--- src/rtl/mmu_pkg.sv ---
// Shared types for the page-chain MMU: request opcodes, error codes and FSM states.
package mmu_pkg;

    typedef enum logic [1:0] {
        OP_TRANSLATE = 2'd0,
        OP_CREATE    = 2'd1,
        OP_DESTROY   = 2'd2,
        OP_RSVD      = 2'd3
    } op_t;

    typedef enum logic [1:0] {
        ERR_OK       = 2'd0,
        ERR_NO_PAGES = 2'd1,
        ERR_NO_PROC  = 2'd2,
        ERR_EXISTS   = 2'd3
    } err_t;

    typedef enum logic [2:0] {
        ST_IDLE  = 3'd0,
        ST_WALK  = 3'd1,
        ST_ALLOC = 3'd2,
        ST_FREE  = 3'd3,
        ST_RESP  = 3'd4
    } state_t;

    localparam logic [1:0] MMU_ERR_OK       = 2'd0;
    localparam logic [1:0] MMU_ERR_NO_PAGES = 2'd1;
    localparam logic [1:0] MMU_ERR_NO_PROC  = 2'd2;
    localparam logic [1:0] MMU_ERR_EXISTS   = 2'd3;

endpackage

--- src/rtl/mmu_page_alloc.sv ---
// Physical page allocator: ownership bit vector, next-fit hint, free counter and
// a one-index-per-cycle wrap-around scan for the first unowned page.
module mmu_page_alloc #(
    parameter int unsigned LP_W = 7
) (
    input  logic            clka,
    input  logic            rst,
    input  logic            scan_start,
    input  logic            scan_step,
    input  logic            free_en,
    input  logic [LP_W-1:0] free_idx,
    output logic            found_c,
    output logic [LP_W-1:0] scan_idx,
    output logic [LP_W:0]   free_pages
);

    localparam int unsigned PHYS_PAGES = 2 ** LP_W;
    localparam int unsigned FREE_W     = LP_W + 1;

    logic [PHYS_PAGES-1:0] page_valid;
    logic [LP_W-1:0]       hint;

    // The page under the scan pointer is claimable this cycle
    assign found_c = scan_step && !page_valid[scan_idx];

    // Scan pointer, ownership bits, hint and free count
    always_ff @(posedge clka) begin
        if (rst) begin
            page_valid <= '0;
            hint       <= '0;
            scan_idx   <= '0;
            free_pages <= FREE_W'(PHYS_PAGES);
        end else begin
            if (scan_start) begin
                scan_idx <= hint;
            end else if (scan_step) begin
                if (found_c) begin
                    page_valid[scan_idx] <= 1'b1;
                    hint                 <= scan_idx + 1'b1;
                    free_pages           <= free_pages - 1'b1;
                end else begin
                    scan_idx <= scan_idx + 1'b1;
                end
            end
            if (free_en) begin
                page_valid[free_idx] <= 1'b0;
                free_pages           <= free_pages + 1'b1;
                if (free_idx < hint) begin
                    hint <= free_idx;
                end
            end
        end
    end

endmodule

--- src/rtl/mmu_chain_translator.sv ---
// Page-chain MMU for PROC_N processes: logical->physical translation by chain walk,
// first-touch page allocation, process create/destroy.
// Optional macro MMU_LAST_HIT_EN adds a per-process last-translation register that
// answers repeated hits one cycle after accept without walking.
module mmu_chain_translator
    import mmu_pkg::*;
#(
    parameter int unsigned ADDR_W = 10,
    parameter int unsigned PAGE_W = 3,
    parameter int unsigned PID_W  = 3
) (
    input  logic                   clka,
    input  logic                   rst,
    input  logic                   req_valid,
    output logic                   req_ready,
    input  logic [1:0]             req_op,
    input  logic [PID_W-1:0]       req_pid,
    input  logic [ADDR_W-1:0]      req_addr,
    output logic                   resp_valid,
    output logic [ADDR_W-1:0]      resp_addr,
    output logic [1:0]             resp_err,
    output logic [ADDR_W-PAGE_W:0] free_pages
);

    localparam int unsigned LP_W       = ADDR_W - PAGE_W;
    localparam int unsigned PHYS_PAGES = 2 ** LP_W;
    localparam int unsigned PROC_N     = 2 ** PID_W;

    state_t             state_q, state_d;
    op_t                op_q, op_d;
    logic [PID_W-1:0]   pid_q, pid_d;
    logic [LP_W-1:0]    lpage_q, lpage_d;
    logic [PAGE_W-1:0]  off_q, off_d;
    logic [LP_W-1:0]    cur_q, cur_d;
    logic               resp_valid_d;
    logic [ADDR_W-1:0]  resp_addr_d;
    logic [1:0]         resp_err_d;

    logic [PROC_N-1:0]  proc_valid;
    logic [LP_W-1:0]    proc_start [PROC_N];
    logic [LP_W-1:0]    page_owner [PHYS_PAGES];
    logic [LP_W-1:0]    page_next  [PHYS_PAGES];

    logic               scan_start;
    logic               scan_step;
    logic               free_en;
    logic               found_c;
    logic [LP_W-1:0]    scan_idx;
    logic               alloc_done;
    logic               proc_destroy;
    logic               cur_tail_c;

    assign cur_tail_c = (page_next[cur_q] == cur_q);
    assign scan_step  = (state_q == ST_ALLOC);

    mmu_page_alloc #(
        .LP_W(LP_W)
    ) u_alloc (
        .clka      (clka),
        .rst       (rst),
        .scan_start(scan_start),
        .scan_step (scan_step),
        .free_en   (free_en),
        .free_idx  (cur_q),
        .found_c   (found_c),
        .scan_idx  (scan_idx),
        .free_pages(free_pages)
    );

`ifdef MMU_LAST_HIT_EN
    logic [PROC_N-1:0] lh_valid;
    logic [LP_W-1:0]   lh_lpage [PROC_N];
    logic [LP_W-1:0]   lh_ppage [PROC_N];
    logic              lh_hit_c;
    logic              lh_update_c;

    assign lh_hit_c    = lh_valid[req_pid] && (lh_lpage[req_pid] == req_addr[ADDR_W-1:PAGE_W]);
    assign lh_update_c = resp_valid_d && (op_q == OP_TRANSLATE) && (resp_err_d == MMU_ERR_OK)
                         && ((state_q == ST_WALK) || (state_q == ST_ALLOC));

    // Last-hit valid bits: set on a walked/allocated translation, dropped on destroy
    always_ff @(posedge clka) begin
        if (rst) begin
            lh_valid <= '0;
        end else if (state_q == ST_FREE) begin
            lh_valid[pid_q] <= 1'b0;
        end else if (lh_update_c) begin
            lh_valid[pid_q] <= 1'b1;
        end
    end

    // Last-hit payload, meaningful only while the valid bit is set
    always_ff @(posedge clka) begin
        if (lh_update_c) begin
            lh_lpage[pid_q] <= lpage_q;
            lh_ppage[pid_q] <= resp_addr_d[ADDR_W-1:PAGE_W];
        end
    end
`endif

    // FSM state and registered request/response fields
    always_ff @(posedge clka) begin
        if (rst) begin
            state_q    <= ST_IDLE;
            req_ready  <= 1'b1;
            resp_valid <= 1'b0;
            resp_addr  <= '0;
            resp_err   <= MMU_ERR_OK;
            op_q       <= OP_TRANSLATE;
            pid_q      <= '0;
            lpage_q    <= '0;
            off_q      <= '0;
            cur_q      <= '0;
        end else begin
            state_q    <= state_d;
            req_ready  <= (state_d == ST_IDLE);
            resp_valid <= resp_valid_d;
            resp_addr  <= resp_addr_d;
            resp_err   <= resp_err_d;
            op_q       <= op_d;
            pid_q      <= pid_d;
            lpage_q    <= lpage_d;
            off_q      <= off_d;
            cur_q      <= cur_d;
        end
    end

    // Next-state, response and table-update strobes
    always_comb begin
        state_d      = state_q;
        op_d         = op_q;
        pid_d        = pid_q;
        lpage_d      = lpage_q;
        off_d        = off_q;
        cur_d        = cur_q;
        resp_valid_d = 1'b0;
        resp_addr_d  = '0;
        resp_err_d   = MMU_ERR_OK;
        scan_start   = 1'b0;
        free_en      = 1'b0;
        alloc_done   = 1'b0;
        proc_destroy = 1'b0;
        unique case (state_q)
            ST_IDLE: begin
                if (req_valid) begin
                    op_d         = op_t'(req_op);
                    pid_d        = req_pid;
                    lpage_d      = req_addr[ADDR_W-1:PAGE_W];
                    off_d        = req_addr[PAGE_W-1:0];
                    // Immediate response unless a multi-cycle operation starts below
                    state_d      = ST_RESP;
                    resp_valid_d = 1'b1;
                    case (op_t'(req_op))
                        OP_TRANSLATE: begin
                            if (!proc_valid[req_pid]) begin
                                resp_err_d = MMU_ERR_NO_PROC;
`ifdef MMU_LAST_HIT_EN
                            end else if (lh_hit_c) begin
                                resp_addr_d = {lh_ppage[req_pid], req_addr[PAGE_W-1:0]};
`endif
                            end else begin
                                state_d      = ST_WALK;
                                resp_valid_d = 1'b0;
                                cur_d        = proc_start[req_pid];
                            end
                        end
                        OP_CREATE: begin
                            lpage_d = '0;
                            off_d   = '0;
                            if (proc_valid[req_pid]) begin
                                resp_err_d = MMU_ERR_EXISTS;
                            end else if (free_pages == '0) begin
                                resp_err_d = MMU_ERR_NO_PAGES;
                            end else begin
                                state_d      = ST_ALLOC;
                                resp_valid_d = 1'b0;
                                scan_start   = 1'b1;
                            end
                        end
                        OP_DESTROY: begin
                            if (!proc_valid[req_pid]) begin
                                resp_err_d = MMU_ERR_NO_PROC;
                            end else begin
                                state_d      = ST_FREE;
                                resp_valid_d = 1'b0;
                                cur_d        = proc_start[req_pid];
                            end
                        end
                        default: begin
                            resp_err_d = MMU_ERR_NO_PROC;
                        end
                    endcase
                end
            end
            ST_WALK: begin
                if (page_owner[cur_q] == lpage_q) begin
                    state_d      = ST_RESP;
                    resp_valid_d = 1'b1;
                    resp_addr_d  = {cur_q, off_q};
                end else if (cur_tail_c) begin
                    // Miss: cur_q stays on the tail so the new page can be linked after it
                    if (free_pages == '0) begin
                        state_d      = ST_RESP;
                        resp_valid_d = 1'b1;
                        resp_err_d   = MMU_ERR_NO_PAGES;
                    end else begin
                        state_d    = ST_ALLOC;
                        scan_start = 1'b1;
                    end
                end else begin
                    cur_d = page_next[cur_q];
                end
            end
            ST_ALLOC: begin
                if (found_c) begin
                    alloc_done   = 1'b1;
                    state_d      = ST_RESP;
                    resp_valid_d = 1'b1;
                    resp_addr_d  = {scan_idx, off_q};
                end
            end
            ST_FREE: begin
                free_en = 1'b1;
                if (cur_tail_c) begin
                    proc_destroy = 1'b1;
                    state_d      = ST_RESP;
                    resp_valid_d = 1'b1;
                end else begin
                    cur_d = page_next[cur_q];
                end
            end
            ST_RESP: begin
                state_d = ST_IDLE;
            end
            default: begin
                state_d = ST_IDLE;
            end
        endcase
    end

    // Process valid bits
    always_ff @(posedge clka) begin
        if (rst) begin
            proc_valid <= '0;
        end else if (alloc_done && (op_q == OP_CREATE)) begin
            proc_valid[pid_q] <= 1'b1;
        end else if (proc_destroy) begin
            proc_valid[pid_q] <= 1'b0;
        end
    end

    // Chain tables: new page becomes a self-linked tail, appended or made the start page
    always_ff @(posedge clka) begin
        if (alloc_done) begin
            page_owner[scan_idx] <= lpage_q;
            page_next[scan_idx]  <= scan_idx;
            if (op_q == OP_TRANSLATE) begin
                page_next[cur_q] <= scan_idx;
            end else begin
                proc_start[pid_q] <= scan_idx;
            end
        end
    end

endmodule

--- config.mk ---
export PLATFORM = sky130hd
export DESIGN_NAME = mmu_chain_translator
export DESIGN_NICKNAME = d
export VERILOG_FILES = /design/src/rtl/mmu_pkg.sv /design/src/rtl/mmu_page_alloc.sv /design/src/rtl/mmu_chain_translator.sv
export SDC_FILE = /design/constraint.sdc
export NUM_CORES = 2
export LEC_CHECK = 0
export BUFFER_PORTS_ARGS = -buffer_cell sky130_fd_sc_hd__buf_2
export CAP_MARGIN = 10
export CORE_ASPECT_RATIO = 0.5
export CORE_MARGIN = 2
export CORE_UTILIZATION = 25
export DETAILED_ROUTE_END_ITERATION = 8
export PLACE_DENSITY_LB_ADDON = 0.05
export SLEW_MARGIN = 20
export SYNTH_ARGS = -nofsm -noshare
export SYNTH_HDL_FRONTEND = slang
export SYNTH_SLANG_ARGS = --single-unit
--- constraint.sdc ---
create_clock -name clka -period 9.9 [get_ports clka]
set_input_delay 0.495 -clock clka [delete_from_list [all_inputs] [get_ports clka]]
set_output_delay 0.495 -clock clka [all_outputs]
set_load 0.03 [all_outputs]
# [Word level (Yosys, flattened, before mapping)]
# Memory sizes are Yosys's and may differ from the RTL's. A register that Yosys moved wholly into a read port is not among the register bits.
# Cells that the tools add are included.
[totals] register_bits=197 ramBits=1848 input_bits=18 output_inout_bits=22 mem_count=3
[classes] addsub=3 order_cmp=8 eq_ne=14 muxes=91 n_bitwise=6 n_reduce_logical=21
[memory_table] name="page_next" depth=128 word_bits=7 rd=1 rd_clocked_by_memory_dff=1 write_ports=2 line_no="mmu_chain_translator.sv:42" rtl="logic [LP_W-1:0] page_next [PHYS_PAGES];"
[memory_table] name="page_owner" depth=128 word_bits=7 rd=1 rd_clocked_by_memory_dff=1 write_ports=1 line_no="mmu_chain_translator.sv:41" rtl="logic [LP_W-1:0] page_owner [PHYS_PAGES];"
[memory_table] name="proc_start" depth=8 word_bits=7 rd=1 rd_clocked_by_memory_dff=0 write_ports=1 line_no="mmu_chain_translator.sv:40" rtl="logic [LP_W-1:0] proc_start [PROC_N];"
[ops] operator="$mux 128" count=5
[ops] operator="$and 128x128->128" count=1
[ops] operator="$not 128->128" count=1
[ops] operator="$or 128x128->128" count=1
[ops] operator="$mux 7" count=18
[ops] operator="$mux 8" count=6
[ops] operator="$mux 1" count=33
[ops] operator="$mux 3" count=10
[ops] operator="$pmux 7 s3" count=1
[ops] operator="$mux 10" count=2
[ops] operator="$pmux 10 s2" count=1
[ops] operator="$lt 7x8->1 const B" count=2
[ops] operator="$demux 1 s7" count=2
[ops] operator="$eq 7x7->1" count=2
[ops] operator="$ge 7x1->1 const B" count=2
[ops] operator="$pmux 3 s4" count=1
[ops] operator="$ne 2x2->1 const B" count=5
[ops] operator="$pmux 3 s3" count=1
[ops] operator="$add 8x1->8 const B" count=1
[ops] operator="$and 8x8->8" count=1
[ops] operator="$logic_not 8->1" count=1
[ops] operator="$lt 3x4->1 const B" count=2
[ops] operator="$not 8->8" count=1
[ops] operator="$or 8x8->8" count=1
[ops] operator="other kinds (26)" count=42

# [Logic depth before layout (Yosys ltp)]
[depth] word_depth=11 depth_mapped=18 depth_no_buf=14

# [Cells and area by module]
# From an unflattened synthesis, not the netlist that was laid out.
[unflattened] hier_cells=4682 hier_area_um2=83013.4
[modules_own_cells] mod="mmu_chain_translator" instances=1 cells_per_inst=3856 area_each_um2=75522.4 seq_area_each_um2=56574.3
[modules_own_cells] mod="mmu_page_alloc" instances=1 cells_per_inst=826 area_each_um2=7490.9 seq_area_each_um2=3002.9

# [Least setup slack after synthesis]
# OpenSTA, ideal clock, no wires.
[synth_path] kind="register to register" from="reg u_alloc.scan_idx[1]" to="mem page_next[49][0], enable pin" setup_ps=371 arrival_time_ps=5738 path_slack_ps=3790 path_stages_with_launch=13 n_path_buf=2 cell_sequence="dfxtp_1 > buf_2 > mux4_2 > and2_0 > a221o_1 > mux4_2 > nor2_1 > a211oi_1 > nor3_2 > buf_2 > nand3_1 > nor3_1 > o21bai_1"
[synth_lines] item="start, declared" line_no="mmu_page_alloc.sv:13" rtl="output logic [LP_W-1:0] scan_idx,"
[synth_lines] item="start signal, assigned" line_no="mmu_page_alloc.sv:35" rtl="scan_idx <= hint;"
[synth_lines] item="start signal, assigned" line_no="mmu_page_alloc.sv:42" rtl="scan_idx <= scan_idx + 1'b1;"
[synth_lines] item="end, declared" line_no="mmu_chain_translator.sv:42"

==> flow_summary.json <==
{
  "achievable-frequency_ghz": 0.143,
  "cts-resized-gates": 0,
  "sw_frac": 0.214,
  "final-setup-viol-count": 0,
  "route.detailed.vias_per_inst": 5.04,
  "nNetsFinal": 4876,
  "grt_pass1_wl_mm": 448,
  "globalRouteOverflowTotal": 0,
  "worst_ep_required_time_ps": 10370,
  "vdd_ir_drop_max_v": 0.000124,
  "critical-path-top-cell-by-count": "sky130_fd_sc_hd__buf_4",
  "postCtsSetupRepairBufs": 0,
  "yosys-mux-area-fraction": 0.142,
  "regArea_mm2": 0.0597,
  "cp_slowest_stage_delay_ps": 960,
  "cp_max_fo": 64,
  "multi_input_comb_area_mm2": 0.0217,
  "wirelength_mm": 335,
  "post_synth_and_or_nand_nor_area_fraction": 0.0425,
  "cts.sink_count": 2052,
  "final-hold-violation-count": 0,
  "yosys.area.top_type": "sky130_fd_sc_hd__edfxtp_1",
  "min_period_ps": 6970,
  "number_of_detailed_routing_iterations_run_before_antenna_repair": 5,
  "detail_route.wl_per_cell_um": 35.7,
  "xor_xnor_share_of_the_synthesized_area": 0.00382,
  "finClkSkew_ps": 83.7,
  "synth_compound_area_frac": 0.0664,
  "critical-path-top-delay-family": "simple AND/OR/NAND/NOR gates",
  "floorplan.rows": 149,
  "first_global_vias": 47600,
  "worstPathBufferInverterCount": 3,
  "cts_made_buffers": 215,
  "post-route-drc-count": 0,
  "rsz0062_at_grt": "no",
  "postSynthAreaPerCell_um2": 17.6,
  "htree_levels": 4,
  "postRouteAntennaNets": 0,
  "grt_antenna_before_repair": 40,
  "hpwlAfterDp_mm": 219,
  "utilization": 0.291,
  "post_synth_fa_ha_maj_area_fraction": 0.00221,
  "areaGrowthSynthToFinish_pct": 16.0,
  "postSynth.topFlopCell": "sky130_fd_sc_hd__edfxtp_1",
  "core_region_area_mm2": 0.329,
  "fin_setup_tns_ps": 0,
  "detailedRoute.firstIterationViolations": 5275,
  "power.sequential.fraction": 0.530,
  "cap_violations": 0,
  "dominant_combinational_cell_family_by_area_after_synthesis": "multiplexers",
  "clock_power_share": 0.457,
  "synth_nets": 4718,
  "powerDensity_mw_per_mm2": 186,
  "power.share.combinational": 0.013,
  "post_synth_main_area_contributors": "sky130_fd_sc_hd__edfxtp_1 (67%), sky130_fd_sc_hd__mux4_2 (9.5%), sky130_fd_sc_hd__dfxtp_1 (4.9%)",
  "period_share": 0.704,
  "hold_buffers": 13,
  "insertion_delay_ps": 920,
  "power.internal_mw": 14.0,
  "die_area_mm2": 0.335,
  "synth_cells": 4686,
  "synth_top_cell_area_share": 0.672,
  "gp_congestion": 0.809,
  "synth_area_mm2": 0.0825,
  "path_class": "flip-flop to flip-flop",
  "number_of_flip_flops_and_latches_in_the_synthesized_netlist": 2052,
  "crit_arrival_ps": 7440,
  "register_to_register_setup_slack_ps": 2930,
  "max_slew_margin": 0.118,
  "route.vias.total": 47400,
  "critical_path.endpoint_type": "flip-flop",
  "netSwitchingPower_mw": 3.81,
  "status": "complete, no violations",
  "slew_violations": 0,
  "cts_root_buffer": "sky130_fd_sc_hd__clkbuf_16",
  "cts.reportedPaths.clkPinSlew_ps": 70,
  "num_io_pins": 40,
  "synthesis.yosys.warnings": 0,
  "largest_net_degree_at_the_start_of_global_routing": 98,
  "effective_utilization_at_floorplan": 0.251,
  "leak_pwr_nw": 28.6,
  "cp-start-kind": "flip-flop",
  "clock_tree_from_tritoncts": "done",
  "timing.critical_path.cells": "buf_4, mux2_2, a221oi_1, o21ai_0, mux4_2, nor2_1, a211oi_1, nor3_4, buf_4, inv_2, nor4b_2, nand2_2, o22ai_1",
  "num-fill-cells": 32400,
  "synth-edff-count": 1848,
  "hp-class": "primary input to flip-flop",
  "dieHeight_um": 410,
  "crit_slowest_cell": "sky130_fd_sc_hd__dfxtp_4",
  "fp.dieW_um": 817,
  "buffer_ports.inserted": 39,
  "synth-seq-area-share": 0.722,
  "ys_async_sr_fraction": 0,
  "max_slew.worst_pin.slew_ps": 1310,
  "synth_cell_type_count": 93,
  "layout-drive-gt1-share": 0.224,
  "gr_usage_total": 0.196,
  "clock_path_buffers": 4
}
[metal layers]
layer | share of wire | up-vias | GRT usage
met5 | 0.00015 | - | 0
li1 | - | 19500 | -
met3 | 0.068 | 360 | 0.0411
met4 | 0.018 | 8 | 0.0349
met2 | 0.42 | 1681 | 0.282
met1 | 0.50 | 25900 | 0.304
[through the flow]
stage / instance area [µm²] / setup WS, ps / total power [mW] / instances / hold WS [ps]
3_5_place_dp: 88700 / 2960 / 9.83 / 8991 / 444
5_1_grt: 95700 / 2620 / 18.3 / 9392 / 59.7
4_1_cts: 95600 / 2960 / 18.0 / 9390 / 11.4
3_3_place_gp: 88600 / 1810 / 9.83 / 8985 / 444
2_1_floorplan: 82500 / 3790 / 9.71 / 4686 / 430
6_report: 95700 / 2930 / 17.8 / 9402 / 69.8
[cells in the final DEF, fill, tap and decap left out, drive strengths merged, types with 45 or more instances in the layout]
master / synthesis / layout
clkbuf: 149 / 291
a21oi: 105 / 105
a211oi: 124 / 124
mux4: 353 / 353
buf: 166 / 241
o21ai: 45 / 45
mux2i: 320 / 320
dfxtp: 204 / 204
nand2: 132 / 132
o22ai: 144 / 144
nand3: 78 / 78
mux2: 49 / 49
nor2: 342 / 342
edfxtp: 1848 / 1848
clkinv: 0 / 75
a22oi: 154 / 154
[cell type report]
cell class	instances	area share
antenna	10	0.000261
clock buffer	289	0.0613
clock inverter	97	0.00960
inverter	30	0.00119
multi-input combinational	2289	0.226
sequential	2052	0.623
tap	4379	0.0572
timing repair buffer	256	0.0210
[kinds of logic (layout without fill, tap and decap cells)]
logic type | Yosys count | in the layout
multiplexers | 722 | 722
XOR/XNOR | 36 | 36
AND/OR/NAND/NOR | 749 | 749
AO/OA/AOI/OAI | 768 | 768
adder cells (fa/ha/maj) | 14 | 14
other | 0 | 10
buffers and inverters | 345 | 672
flip-flops | 2052 | 2052
[final timing paths]
kind | from | end | depth (start not counted)
worst max-delay path | u_alloc.scan_idx[2] | page_next[20][3] | 13
worst min register to register | flip-flop | flip-flop | 2
worst max register to register | u_alloc.scan_idx[2] | page_next[20][3] | 13
worst min-delay path | rst | u_alloc.free_pages[1] | 2
[power by group through the flow]
| stage | Combinational, mW | Sequential (mW) | Clock [mW] |
|---|---|---|---|
| 2_1_floorplan | 0.0791 | 9.63 | 0 |
| 3_3_place_gp | 0.225 | 9.60 | 0 |
| 3_5_place_dp | 0.228 | 9.60 | 0 |
| 4_1_cts | 0.232 | 9.42 | 8.36 |
| 5_1_grt | 0.247 | 9.41 | 8.66 |
| 6_report | 0.232 | 9.42 | 8.13 |
[Yosys cell counts (18+ instances only)]
library cell and count:
sky130_fd_sc_hd__nand3_1 78, sky130_fd_sc_hd__a221oi_1 18, sky130_fd_sc_hd__a21oi_1 104, sky130_fd_sc_hd__buf_1 19, sky130_fd_sc_hd__o22ai_1 144, sky130_fd_sc_hd__nor2_1 341, sky130_fd_sc_hd__nand2b_1 25, sky130_fd_sc_hd__a22o_1 19
sky130_fd_sc_hd__clkbuf_1 149, sky130_fd_sc_hd__buf_4 41, sky130_fd_sc_hd__buf_6 20, sky130_fd_sc_hd__mux2i_1 320, sky130_fd_sc_hd__mux4_2 347, sky130_fd_sc_hd__nor3_1 28, sky130_fd_sc_hd__inv_1 28, sky130_fd_sc_hd__nand2_1 131
sky130_fd_sc_hd__buf_2 84, sky130_fd_sc_hd__xnor2_1 23, sky130_fd_sc_hd__nor2b_1 35, sky130_fd_sc_hd__mux2_2 49, sky130_fd_sc_hd__dfxtp_1 204, sky130_fd_sc_hd__edfxtp_1 1848, sky130_fd_sc_hd__a211oi_1 124, sky130_fd_sc_hd__a22oi_1 154
sky130_fd_sc_hd__o21ai_0 43
[sequential cells by signal, indices dropped and copies added (netlist names), named ones only]
name and cells:
off_q 3, pid_q 3, resp_addr 10, u_alloc.page_valid 128, state_q 3, resp_err 2
u_alloc.free_pages 8, page_next 896, cur_q 7, page_owner 896, u_alloc.scan_idx 7, lpage_q 7
req_ready 1, op_q 2, u_alloc.hint 7, resp_valid 1, proc_start 56
No activity file was read; power rests on OpenSTA's default activity.
